[config.mk]
export PLATFORM = sky130hd
export DESIGN_NAME = wb_port_arbiter_flat
export DESIGN_NICKNAME = d
export VERILOG_FILES = /design/src/rtl/wb_port_arbiter_if.sv /design/src/rtl/wb_port_arbiter.sv /design/src/flat_wrapper.sv
export SDC_FILE = /design/constraint.sdc
export NUM_CORES = 1
export LEC_CHECK = 0
export CAP_MARGIN = 20
export CORE_UTILIZATION = 40
export DETAILED_ROUTE_END_ITERATION = 7
export PLACE_DENSITY = 0.81
export SLEW_MARGIN = 20
export SYNTH_ARGS = -nofsm -noshare
export SYNTH_HDL_FRONTEND = slang
export SYNTH_SLANG_ARGS = --single-unit
[constraint.sdc]
create_clock -name clk -period 3.2 [get_ports clk]
set_input_delay 0.64 -clock clk [delete_from_list [all_inputs] [get_ports clk]]
set_output_delay 0.64 -clock clk [all_outputs]
set_load 0.005 [all_outputs]
[src/rtl/wb_port_arbiter_if.sv]
// Register-file write-port bundle: MEM/WB writeback, long-latency result handshake,
// regfile write port and the status seen by the hazard unit.
interface wb_port_arbiter_if #(
    parameter int XLEN       = 64,
    parameter int REG_ADDR_W = 5
);
    logic                  pipe_we;
    logic [REG_ADDR_W-1:0] pipe_rd;
    logic [XLEN-1:0]       pipe_wdata;

    logic                  lu_valid;
    logic [REG_ADDR_W-1:0] lu_rd;
    logic [XLEN-1:0]       lu_data;
    logic                  lu_ready;

    logic                  rf_we;
    logic [REG_ADDR_W-1:0] rf_waddr;
    logic [XLEN-1:0]       rf_wdata;

    logic                  stall_req;
    logic                  buf_valid;
    logic [REG_ADDR_W-1:0] buf_rd;

    // Pipeline / long-latency unit / regfile side as seen from outside the arbiter
    modport master (
        output pipe_we, pipe_rd, pipe_wdata,
        output lu_valid, lu_rd, lu_data,
        input  lu_ready,
        input  rf_we, rf_waddr, rf_wdata,
        input  stall_req, buf_valid, buf_rd
    );

    modport slave (
        input  pipe_we, pipe_rd, pipe_wdata,
        input  lu_valid, lu_rd, lu_data,
        output lu_ready,
        output rf_we, rf_waddr, rf_wdata,
        output stall_req, buf_valid, buf_rd
    );
endinterface

[src/rtl/wb_port_arbiter.sv]
// Shares the single regfile write port between MEM/WB writeback (always first) and an
// out-of-order long-latency unit, via a 1-entry holding buffer and a bounded-wait stall.
module wb_port_arbiter #(
    parameter int XLEN       = 64,
    parameter int REG_ADDR_W = 5,
    parameter int MAX_WAIT   = 4
) (
    input  logic              clk,
    input  logic              reset,
    wb_port_arbiter_if.slave  bus
);
    localparam int                CNT_W     = $clog2(MAX_WAIT + 1);
    localparam logic [CNT_W-1:0]  WAIT_LAST = CNT_W'(MAX_WAIT - 1);
    localparam logic [CNT_W-1:0]  WAIT_MAX  = CNT_W'(MAX_WAIT);

    typedef enum logic [1:0] {
        ST_IDLE  = 2'd0,
        ST_HELD  = 2'd1,
        ST_FORCE = 2'd2
    } state_t;

    state_t                state_reg,     state_next;
    logic [CNT_W-1:0]      wait_cnt_reg,  wait_cnt_next;
    logic                  stall_req_reg;
    logic                  buf_valid_reg, buf_valid_next;
    logic [REG_ADDR_W-1:0] buf_rd_reg,    buf_rd_next;
    logic [XLEN-1:0]       buf_data_reg,  buf_data_next;

    logic pipe_wr;
    logic grant;
    logic kill;
    logic lu_ready;
    logic accept;
    logic load;
    logic [CNT_W-1:0] wait_cnt_inc;

    // Port arbitration: a real pipeline write (rd != x0) always wins the port
    always_comb begin
        pipe_wr  = bus.pipe_we && (bus.pipe_rd != '0);
        grant    = buf_valid_reg && !pipe_wr;
        kill     = pipe_wr && buf_valid_reg && (bus.pipe_rd == buf_rd_reg);
        lu_ready = !buf_valid_reg || grant;
        accept   = bus.lu_valid && lu_ready;
        load     = accept && (bus.lu_rd != '0);
    end

    always_comb begin
        bus.rf_we    = 1'b0;
        bus.rf_waddr = '0;
        bus.rf_wdata = '0;
        if (pipe_wr) begin
            bus.rf_we    = 1'b1;
            bus.rf_waddr = bus.pipe_rd;
            bus.rf_wdata = bus.pipe_wdata;
        end else if (grant) begin
            bus.rf_we    = 1'b1;
            bus.rf_waddr = buf_rd_reg;
            bus.rf_wdata = buf_data_reg;
        end
    end

    assign bus.lu_ready  = lu_ready;
    assign bus.stall_req = stall_req_reg;
    assign bus.buf_valid = buf_valid_reg;
    assign bus.buf_rd    = buf_rd_reg;

    // A new result takes priority over draining: grant+accept reloads with no bubble
    always_comb begin
        buf_valid_next = buf_valid_reg;
        buf_rd_next    = buf_rd_reg;
        buf_data_next  = buf_data_reg;
        if (load) begin
            buf_valid_next = 1'b1;
            buf_rd_next    = bus.lu_rd;
            buf_data_next  = bus.lu_data;
        end else if (grant || kill) begin
            buf_valid_next = 1'b0;
        end
    end

    assign wait_cnt_inc = (wait_cnt_reg == WAIT_MAX) ? WAIT_MAX : wait_cnt_reg + CNT_W'(1);

    always_comb begin
        state_next    = state_reg;
        wait_cnt_next = wait_cnt_reg;
        case (state_reg)
            ST_IDLE: begin
                wait_cnt_next = '0;
                if (load) begin
                    state_next = ST_HELD;
                end
            end
            ST_HELD: begin
                if (load) begin
                    state_next    = ST_HELD;
                    wait_cnt_next = '0;
                end else if (grant || kill) begin
                    state_next    = ST_IDLE;
                    wait_cnt_next = '0;
                end else begin
                    wait_cnt_next = wait_cnt_inc;
                    if (wait_cnt_reg == WAIT_LAST) begin
                        state_next = ST_FORCE;
                    end
                end
            end
            ST_FORCE: begin
                // Normally granted here; a pipeline write anyway keeps us waiting in FORCE
                if (load) begin
                    state_next    = ST_HELD;
                    wait_cnt_next = '0;
                end else if (grant || kill) begin
                    state_next    = ST_IDLE;
                    wait_cnt_next = '0;
                end else begin
                    wait_cnt_next = wait_cnt_inc;
                end
            end
            default: begin
                state_next    = ST_IDLE;
                wait_cnt_next = '0;
            end
        endcase
    end

    always_ff @(posedge clk or negedge reset) begin
        if (!reset) begin
            state_reg     <= ST_IDLE;
            wait_cnt_reg  <= '0;
            stall_req_reg <= 1'b0;
            buf_valid_reg <= 1'b0;
            buf_rd_reg    <= '0;
            buf_data_reg  <= '0;
        end else begin
            state_reg     <= state_next;
            wait_cnt_reg  <= wait_cnt_next;
            stall_req_reg <= (state_next == ST_FORCE);
            buf_valid_reg <= buf_valid_next;
            buf_rd_reg    <= buf_rd_next;
            buf_data_reg  <= buf_data_next;
        end
    end

    // The stall exists to free the port; a pipeline write during it breaks the integration contract
    a_no_pipe_write_in_force: assert property (@(posedge clk) disable iff (!reset)
        !((state_reg == ST_FORCE) && bus.pipe_we));

    a_state_tracks_buffer: assert property (@(posedge clk) disable iff (!reset)
        ((state_reg == ST_IDLE) == !buf_valid_reg));

    a_wait_cnt_bounded: assert property (@(posedge clk) disable iff (!reset)
        (wait_cnt_reg <= WAIT_MAX));
endmodule

[src/flat_wrapper.sv]
// flat-port wrapper written by rule: the top's interface ports become plain ports
module wb_port_arbiter_flat 
#(
    parameter int XLEN       = 64,
    parameter int REG_ADDR_W = 5,
    parameter int MAX_WAIT   = 4
)
  (clk, reset, bus_pipe_we, bus_pipe_rd, bus_pipe_wdata, bus_lu_valid, bus_lu_rd, bus_lu_data, bus_lu_ready, bus_rf_we, bus_rf_waddr, bus_rf_wdata, bus_stall_req, bus_buf_valid, bus_buf_rd);
  wb_port_arbiter_if #(.XLEN(XLEN), .REG_ADDR_W(REG_ADDR_W)) bus_i ();
  input  logic clk;
  input  logic reset;
  input wire logic [$bits(bus_i.pipe_we)-1:0] bus_pipe_we;
  input wire logic [$bits(bus_i.pipe_rd)-1:0] bus_pipe_rd;
  input wire logic [$bits(bus_i.pipe_wdata)-1:0] bus_pipe_wdata;
  input wire logic [$bits(bus_i.lu_valid)-1:0] bus_lu_valid;
  input wire logic [$bits(bus_i.lu_rd)-1:0] bus_lu_rd;
  input wire logic [$bits(bus_i.lu_data)-1:0] bus_lu_data;
  output wire logic [$bits(bus_i.lu_ready)-1:0] bus_lu_ready;
  output wire logic [$bits(bus_i.rf_we)-1:0] bus_rf_we;
  output wire logic [$bits(bus_i.rf_waddr)-1:0] bus_rf_waddr;
  output wire logic [$bits(bus_i.rf_wdata)-1:0] bus_rf_wdata;
  output wire logic [$bits(bus_i.stall_req)-1:0] bus_stall_req;
  output wire logic [$bits(bus_i.buf_valid)-1:0] bus_buf_valid;
  output wire logic [$bits(bus_i.buf_rd)-1:0] bus_buf_rd;
  assign bus_i.pipe_we = bus_pipe_we;
  assign bus_i.pipe_rd = bus_pipe_rd;
  assign bus_i.pipe_wdata = bus_pipe_wdata;
  assign bus_i.lu_valid = bus_lu_valid;
  assign bus_i.lu_rd = bus_lu_rd;
  assign bus_i.lu_data = bus_lu_data;
  assign bus_lu_ready = bus_i.lu_ready;
  assign bus_rf_we = bus_i.rf_we;
  assign bus_rf_waddr = bus_i.rf_waddr;
  assign bus_rf_wdata = bus_i.rf_wdata;
  assign bus_stall_req = bus_i.stall_req;
  assign bus_buf_valid = bus_i.buf_valid;
  assign bus_buf_rd = bus_i.buf_rd;
  wb_port_arbiter #(.XLEN(XLEN), .REG_ADDR_W(REG_ADDR_W), .MAX_WAIT(MAX_WAIT)) u_core (.clk(clk), .reset(reset), .bus(bus_i));
endmodule
-- Word-level counts from Yosys, hierarchy flattened
Cells that the tools add are included.
- eq/ne operators: 6
- mux-type cells: 19
- reduce and logical (&&, ||, !) cells: 15
- add/subtract/negate cells: 1
- operators with widths (kind ; count):
    $mux 64 ; 2
    $mux 2 ; 6
    $mux 3 ; 4
    $mux 5 ; 2
    $reduce_bool 5->1 ; 2
    $logic_and 1x1->1 ; 6
    $pmux 2 s3 ; 1
    $eq 5x5->1 ; 1
    $eq 2x2->1 const B ; 2
    $mux 1 ; 4
    $add 3x1->3 const B ; 1
    $eq 3x2->1 const B ; 1
    $eq 3x3->1 const B ; 1
    $eq 2x1->1 const B ; 1
    $logic_not 1->1 ; 2
    $logic_not 2->1 ; 1
    $logic_or 1x1->1 ; 2
    $reduce_bool 2->1 ; 1
    $reduce_or 2->1 ; 1
- word-level logic and storage cells: 47
- input bits: 142
- output and inout bits: 78
- bits in registers: 76

-- Logic depth before layout (Yosys ltp)
Gate-level depths: netlist (run 1).
- depth after elaboration: 10
- gate-level depth with buffers: 8
- gate-level depth less buffers: 6

-- Worst setup path after synthesis (run 1)
OpenSTA, ideal clock, no wires.
- kind: input to output
- start: input bus_pipe_rd[0]
- end: output bus_rf_wdata[33]
- path slack: 0.528 ns
- buffers on the path: 3
- data required time: 2.560 ns
- stages: 7
- data arrival time: 2.032 ns
- cell sequence: or4_1 > o21a_1 > buf_2 > clkbuf_1 > clkbuf_1 > nand2_1 > nand2_1
- cells in the longest elaborated chain, start to end: 6
- ends and longest elaborated chain (what ; RTL line ; RTL):
    start: declaration ; flat_wrapper.sv:13 ; input wire logic [$bits(bus_i.pipe_rd)-1:0] bus_pipe_rd;
    $reduce_bool 5->1 (*) ; wb_port_arbiter.sv:39 ; pipe_wr = bus.pipe_we && (bus.pipe_rd != '0);
    $logic_and 1x1->1 (*) ; wb_port_arbiter.sv:39 ;
    $logic_not 1->1 ; wb_port_arbiter.sv:40 ; grant = buf_valid_reg && !pipe_wr;
    $logic_and 1x1->1 ; wb_port_arbiter.sv:40 ;
    $mux 64 ; wb_port_arbiter.sv:55 ; end else if (grant) begin
    $mux 64 (*) ; wb_port_arbiter.sv:51 ; if (pipe_wr) begin
    end: declaration ; flat_wrapper.sv:21 ; output wire logic [$bits(bus_i.rf_wdata)-1:0] bus_rf_wdata;
Mark *: on every way between the ends. The rest lies on a longest branch, timed or not.

-- Worst setup path after layout (run 1)
- start: input bus_pipe_rd[3]
- end: output bus_rf_wdata[59]
Same word-level chain as after synthesis.

==> impl_metrics.csv, run 1 <==
group,metric,value,unit
status,run_status,"complete, no violations",
routing,post_drt_wl_per_cell,14.7,um
floorplanning,boundaryPins,220,
worst_setup_path,max_stage_delay,570,ps
cts,cts.htree.levels,3,
cts,clock_sinks,76,
layout,design_area,0.00688,mm2
worst_setup_path,reg2reg_setup_slack,950,ps
routing,vias,4656,
global_route,overflow,0,
cts,numCtsBuffers,9,
worst_setup_path,reg2reg_from,"u_core.bus.buf_valid",
layout,regArea,0.00190,mm2
floorplanning,die-width,103,um
placement,dpl.hpwl,9610,um
sta,slew_violations,0,
worst_setup_path,crit_type,"input pin to output pin",
layout,post-route-util,70.0,%
cts,cts_tree,"done",
synth,synth_area,0.00407,mm2
global_route,grt_max_degree,77,
power,vdd_drop_max,0.240,mV
worst_setup_path,worstPathArrival,2490,ps
routing,drtIter0Drc,178,
cts,clock_latency,350,ps
global_route,grt_pass1_vias,4673,
routing,ant_nets,0,
sta,whs,426,ps
sta,final-setup-viol-count,0,
sta,skew,7.66,ps
layout,fillers,858,
power,p_per_area,440,mW/mm2
floorplanning,initial_utilization,41.4,%
routing,first_pass_iters,5,
worst_setup_path,cpMaxStageDelayCell,"or4_4",
global_route,grt_usage,26.8,%
cts,clock_path_buffers,2,
worst_setup_path,path_cells,"dlygate4sd2_1 -> or4_4 -> o21a_4 -> buf_4 -> buf_6 -> buf_12 -> nand2_1 -> nand2_1 -> dlygate4sd2_1",
routing,viasPerCell,5.00,
cts,root_buffer,"clkbuf_8",
floorplanning,core_area,0.00982,mm2
sta,layout_worst_path_cycle_share,97.9,%
synth,yosysUniqueCellTypes,28,
sta,fmax,319,MHz
layout,layout_common_cells,"nand2_1, clkdlybuf4s50_1, dfrtp_1",
worst_setup_path,cp_max_fo,16,
sta,max_slew_margin,36.7,%
routing,drc,0,
global_route,grt_pass1_wl,21600,um
layout,largest_reg_flops,64,
layout,diodes,0,
global_route,antenna_found_initial,0,
layout,syn_to_final_growth,69.0,%
layout,drive_above_1_share,6.88,%
synth,yosys_warnings,0,
run,drv_cap,0,
cts,hold_buffers,0,
synth,seq_area_frac_synth,46.7,%
layout,nets,943,
sta,period_minus_slack,3130,ps
floorplanning,dieArea,0.0106,mm2
hold_path,hp-class,"input pin to asynchronous set/reset pin",
placement,portBuffers,219,
layout,layout_commonest_cell,"nand2_1",
sta,finalHoldViolations,0,
worst_setup_path,r2r_cells,7,
cts,clkTransAtPathRegs,80,ps
sta,rsz0062_at_grt,"no",
floorplanning,row_count,36,
placement,place_congestion,0.734,
floorplanning,die_h,103,um
worst_setup_path,startpoint_type,"input pin",
synth,syn_nets,723,
worst_setup_path,required,2560,ps
power,power_leakage,3.58,nW
worst_setup_path,crit_path_end_kind,"output pin",
placement,placed_area,0.00650,mm2
synth,synth_area_per_cell,7.09,um2
sta,tightest_slew,950,ps
layout,multiInputGateArea,0.00199,mm2
routing,wirelength,13700,um
synth,synth_seq_cells,76,
worst_setup_path,r2r-end,"u_core.bus.stall_req",
synth,syn_inst,574,
==> layer usage <==
metal | wire, um | global-route usage (%) | share of wire, %
met2 | 6950 | 47.3 | 51
met1 | 5240 | 31.6 | 38
met5 | 0 | 0 | 0
met4 | 356 | 11.2 | 2.6
met3 | 1110 | 5.90 | 8.1
==> layout make-up <==
| class | instances | area share (%) |
|---|---|---|
| inverter | 7 | 0.382 |
| clock buffer | 10 | 1.86 |
| timing repair buffer | 248 | 37.0 |
| clock inverter | 6 | 1.62 |
| multi-input combinational | 452 | 29.0 |
| tap | 133 | 2.42 |
| sequential | 76 | 27.7 |
==> synthesized netlist by cell type <==
cell type / number / share of area [%]
nand2_1: 341 / 31
dfrtp_1: 76 / 47
nand3_1: 66 / 8.1
clkbuf_1: 19 / 1.8
buf_2: 18 / 2.2
ha_1: 7 / 2.2
inv_1: 7 / 0.65
o21ai_0: 6 / 0.74
a21oi_1: 4 / 0.49
a32o_1: 3 / 0.74
xor2_1: 3 / 0.65
and3_1: 2 / 0.31
nand2b_1: 2 / 0.31
nor2_1: 2 / 0.18
nor3b_1: 2 / 0.37
o21ai_1: 2 / 0.25
or4_1: 2 / 0.37
xnor2_1: 2 / 0.43
a21oi_4: 1 / 0.40
a22oi_1: 1 / 0.18
a31oi_1: 1 / 0.15
buf_4: 1 / 0.18
buf_6: 1 / 0.28
nor3_1: 1 / 0.12
o211ai_1: 1 / 0.18
o21a_1: 1 / 0.18
o311ai_0: 1 / 0.22
o31ai_1: 1 / 0.18
==> worst max-delay path by stage <==
stage                         from          endpoint  slack, ps  cells after the start
floorplan           bus_pipe_rd[0]  bus_rf_wdata[33]        530                      7
global placement    bus_pipe_rd[0]  bus_rf_wdata[54]       -270                      7
detailed placement  bus_pipe_rd[0]   bus_rf_waddr[0]       -360                      6
CTS                 bus_pipe_rd[1]  bus_rf_wdata[59]         -7                     10
global route        bus_pipe_rd[3]  bus_rf_wdata[59]          4                      9
finish              bus_pipe_rd[3]  bus_rf_wdata[59]         70                      9
==> through the flow <==
stage / total power, mW / worst slack (ps) / cells / setup TNS (ps)
final: 3.03 / 67.3 / 932 / 0
after CTS: 3.04 / -7.31 / 933 / -7.31
after global placement: 2.13 / -267 / 907 / -16620
after global routing: 3.23 / 4.29 / 932 / 0
after detailed placement: 2.18 / -360 / 907 / -19400
after floorplan: 1.62 / 528 / 574 / 0
==> worst max-delay path: cells and delay by family <==
family | cells | cell delay (ps)
compound gates | 1 | 240
buf+inv | 5 | 920
simple gates | 3 | 680
==> what timing repair did <==
action,4_1_cts,5_1_grt
setup endpoints to repair,71,36
gates resized for setup,97,2
pin swaps,1,1
cloned,4,0
buffers inserted,6,0
==> report_power, final <==
part / internal [mW] / total (mW) / switching [mW]
Clock: 0.520 / 0.883 / 0.363
Sequential: 1.11 / 1.22 / 0.111
Combinational: 0.494 / 0.921 / 0.427
Total: 2.13 / 3.03 / 0.901
==> cell families after synthesis <==
group,count (synthesis),synth area share (%)
AND/OR/NAND/NOR,418,41.2
XOR/XNOR,5,1.08
buffers and inverters,46,5.07
adder cells (fa/ha/maj),7,2.15
flip-flops,76,46.7
AO/OA/AOI/OAI,22,3.72
(Power assumes the default switching activity.)
==> run 2: changes to the inputs <==
Settings changed: SETUP_SLACK_MARGIN set to 0.15.
==> impl_metrics.csv, run 2 (same netlist as run 1, synthesis figures left out) <==
group,metric,value,unit
cts,clock_latency,360,ps
worst_setup_path,required,2560,ps
cts,hold_buffers,0,
cts,root_buffer,"clkbuf_8",
routing,post_drt_wl_per_cell,15.9,um
global_route,gr-max-usage-layer,"met2",
sta,slew_violations,0,
routing,drtIter0Drc,242,
placement,dpl.hpwl,9610,um
floorplanning,row_count,36,
worst_setup_path,reg2reg_setup_slack,950,ps
placement,dp_slack,-360,ps
worst_setup_path,crit_path_end_kind,"output pin",
floorplanning,initial_utilization,41.4,%
routing,vias,4854,
worst_setup_path,r2r-end,"u_core.bus.stall_req",
sta,skew,12.9,ps
sta,max_slew_margin,35.2,%
sta,worst_slack,53.5,ps
routing,wirelength,15200,um
floorplanning,core_area,0.00982,mm2
worst_setup_path,r2r_cells,7,
worst_setup_path,crit_type,"input pin to output pin",
worst_setup_path,reg2reg_from,"u_core.bus.buf_valid",
power,power_leakage,3.69,nW
cts,clock_sinks,76,
layout,syn_to_final_growth,74.9,%
routing,viasPerCell,5.07,
layout,largest_reg_flops,64,
cts,cts.htree.levels,3,
power,p_per_area,435,mW/mm2
cts,numCtsBuffers,9,
layout,layout_commonest_cell,"nand2_1",
placement,placed_area,0.00650,mm2
floorplanning,dieArea,0.0106,mm2
routing,first_pass_iters,4,
floorplanning,die_h,103,um
layout,fillers,806,
layout,diodes,0,
cts,clock_path_buffers,2,
worst_setup_path,startpoint_type,"input pin",
cts,cts_tree,"done",
sta,finalHoldViolations,0,
global_route,grt_usage,28.3,%
sta,tightest_slew,973,ps
status,run_status,"complete, no violations",
global_route,grt_pass1_wl,22600,um
power,p_total,3.09,mW
routing,drc,0,
placement,portBuffers,219,
floorplanning,die-width,103,um
global_route,antenna_found_initial,0,
global_route,overflow,0,
layout,design_area,0.00712,mm2
global_route,grt_max_degree,77,
global_route,grt_use_met3,5.83,%
routing,ant_nets,0,
worst_setup_path,cp_max_fo,7,
layout,drive_above_1_share,14.0,%
sta,period_minus_slack,3150,ps
cts,clkTransAtPathRegs,80,ps
sta,rsz0062_at_grt,"yes",
global_route,grt_pass1_vias,4776,
sta,final-setup-viol-count,0,
sta,layout_worst_path_cycle_share,98.3,%
worst_setup_path,worstPathArrival,2510,ps
run,drv_cap,0,
floorplanning,boundaryPins,220,
global_route,use_met1,32.8,%
layout,nets,968,
hold_path,hp-class,"input pin to asynchronous set/reset pin",
sta,fmax,318,MHz
layout,layout_common_cells,"nand2_1, clkdlybuf4s50_1, dfrtp_1",
global_route,grtUsageMet2,51.2,%
power,vdd_drop_max,0.246,mV
placement,place_congestion,0.734,
[run 2: cell types whose count changed in the layout (fill, tap and decap cells not counted), moves of 7 or more]
cell,previous run,this run
dlygate4sd2_1,57,22
buf_2,0,16
buf_6,2,17
clkbuf_2,0,10
clkdlybuf4s15_1,12,21
buf_4,15,22
[run 2: through the flow]
step	cells	utilization [%]	hold slack (ps)	setup TNS, ps
after floorplan	574	-	344	0
after global placement	907	66.2	448	-16620
after detailed placement	907	66.2	463	-19400
after CTS	950	71.4	469	0
after global routing	957	72.5	505	-12.0
final	957	72.5	431	0
[run 2: how the worst max path moves through the flow]
stage                         startpoint                to  cells after the start
final                     bus_pipe_rd[1]  bus_rf_wdata[43]                     11
after detailed placement  bus_pipe_rd[0]   bus_rf_waddr[0]                      6
after global routing      bus_pipe_rd[1]  bus_rf_wdata[43]                     11
after floorplan           bus_pipe_rd[0]  bus_rf_wdata[33]                      7
after global placement    bus_pipe_rd[0]  bus_rf_wdata[54]                      7
after CTS                 bus_pipe_rd[1]  bus_rf_wdata[12]                      9
[run 2: repair_timing]
| action | in CTS | in global routing |
|---|---|---|
| gates resized for setup | 166 | 51 |
| buffers inserted | 21 | 5 |
| endpoints found under the hold margin | 0 | 0 |
| pin swaps | 4 | 18 |
| cloned | 6 | 2 |
| setup endpoints to repair | 71 | 51 |
[run 2: area by class of cell]
type	count	area, um2	share of cell area (%)
tap	133	166	2.34
inverter	7	26.3	0.369
timing repair buffer	273	2770	38.9
clock buffer	10	128	1.79
clock inverter	6	111	1.56
multi-input combinational	452	2010	28.2
sequential	76	1900	26.7
[run 2: critical path, stage by stage]
cell and delay, ps:
buf_6 100, or4_4 560, buf_6 140, o21ai_4 200, buf_6 130, buf_6 110, buf_12 120, buf_4 120
nand3_1 80, nand2_1 70, dlygate4sd2_1 220
[run 2: power by group]
part           switching [mW]  internal, mW
logic                   0.455         0.521
registers               0.114          1.11
clock network           0.373         0.520
[run 2: per-layer routing]
layer | vias up | part of all wire (%) | wire length (um)
li1 | 2294 | - | -
met1 | 2316 | 38 | 5820
met2 | 215 | 51 | 7720
met3 | 29 | 8.7 | 1310
met4 | 0 | 2.1 | 320
met5 | - | 0 | 0
==> run 3: changes to the inputs <==
Settings changed: CTS_CLUSTER_DIAMETER set to 150.
==> results of run 3 <==
Final layout, timing and power as in run 2 (identical DEF).
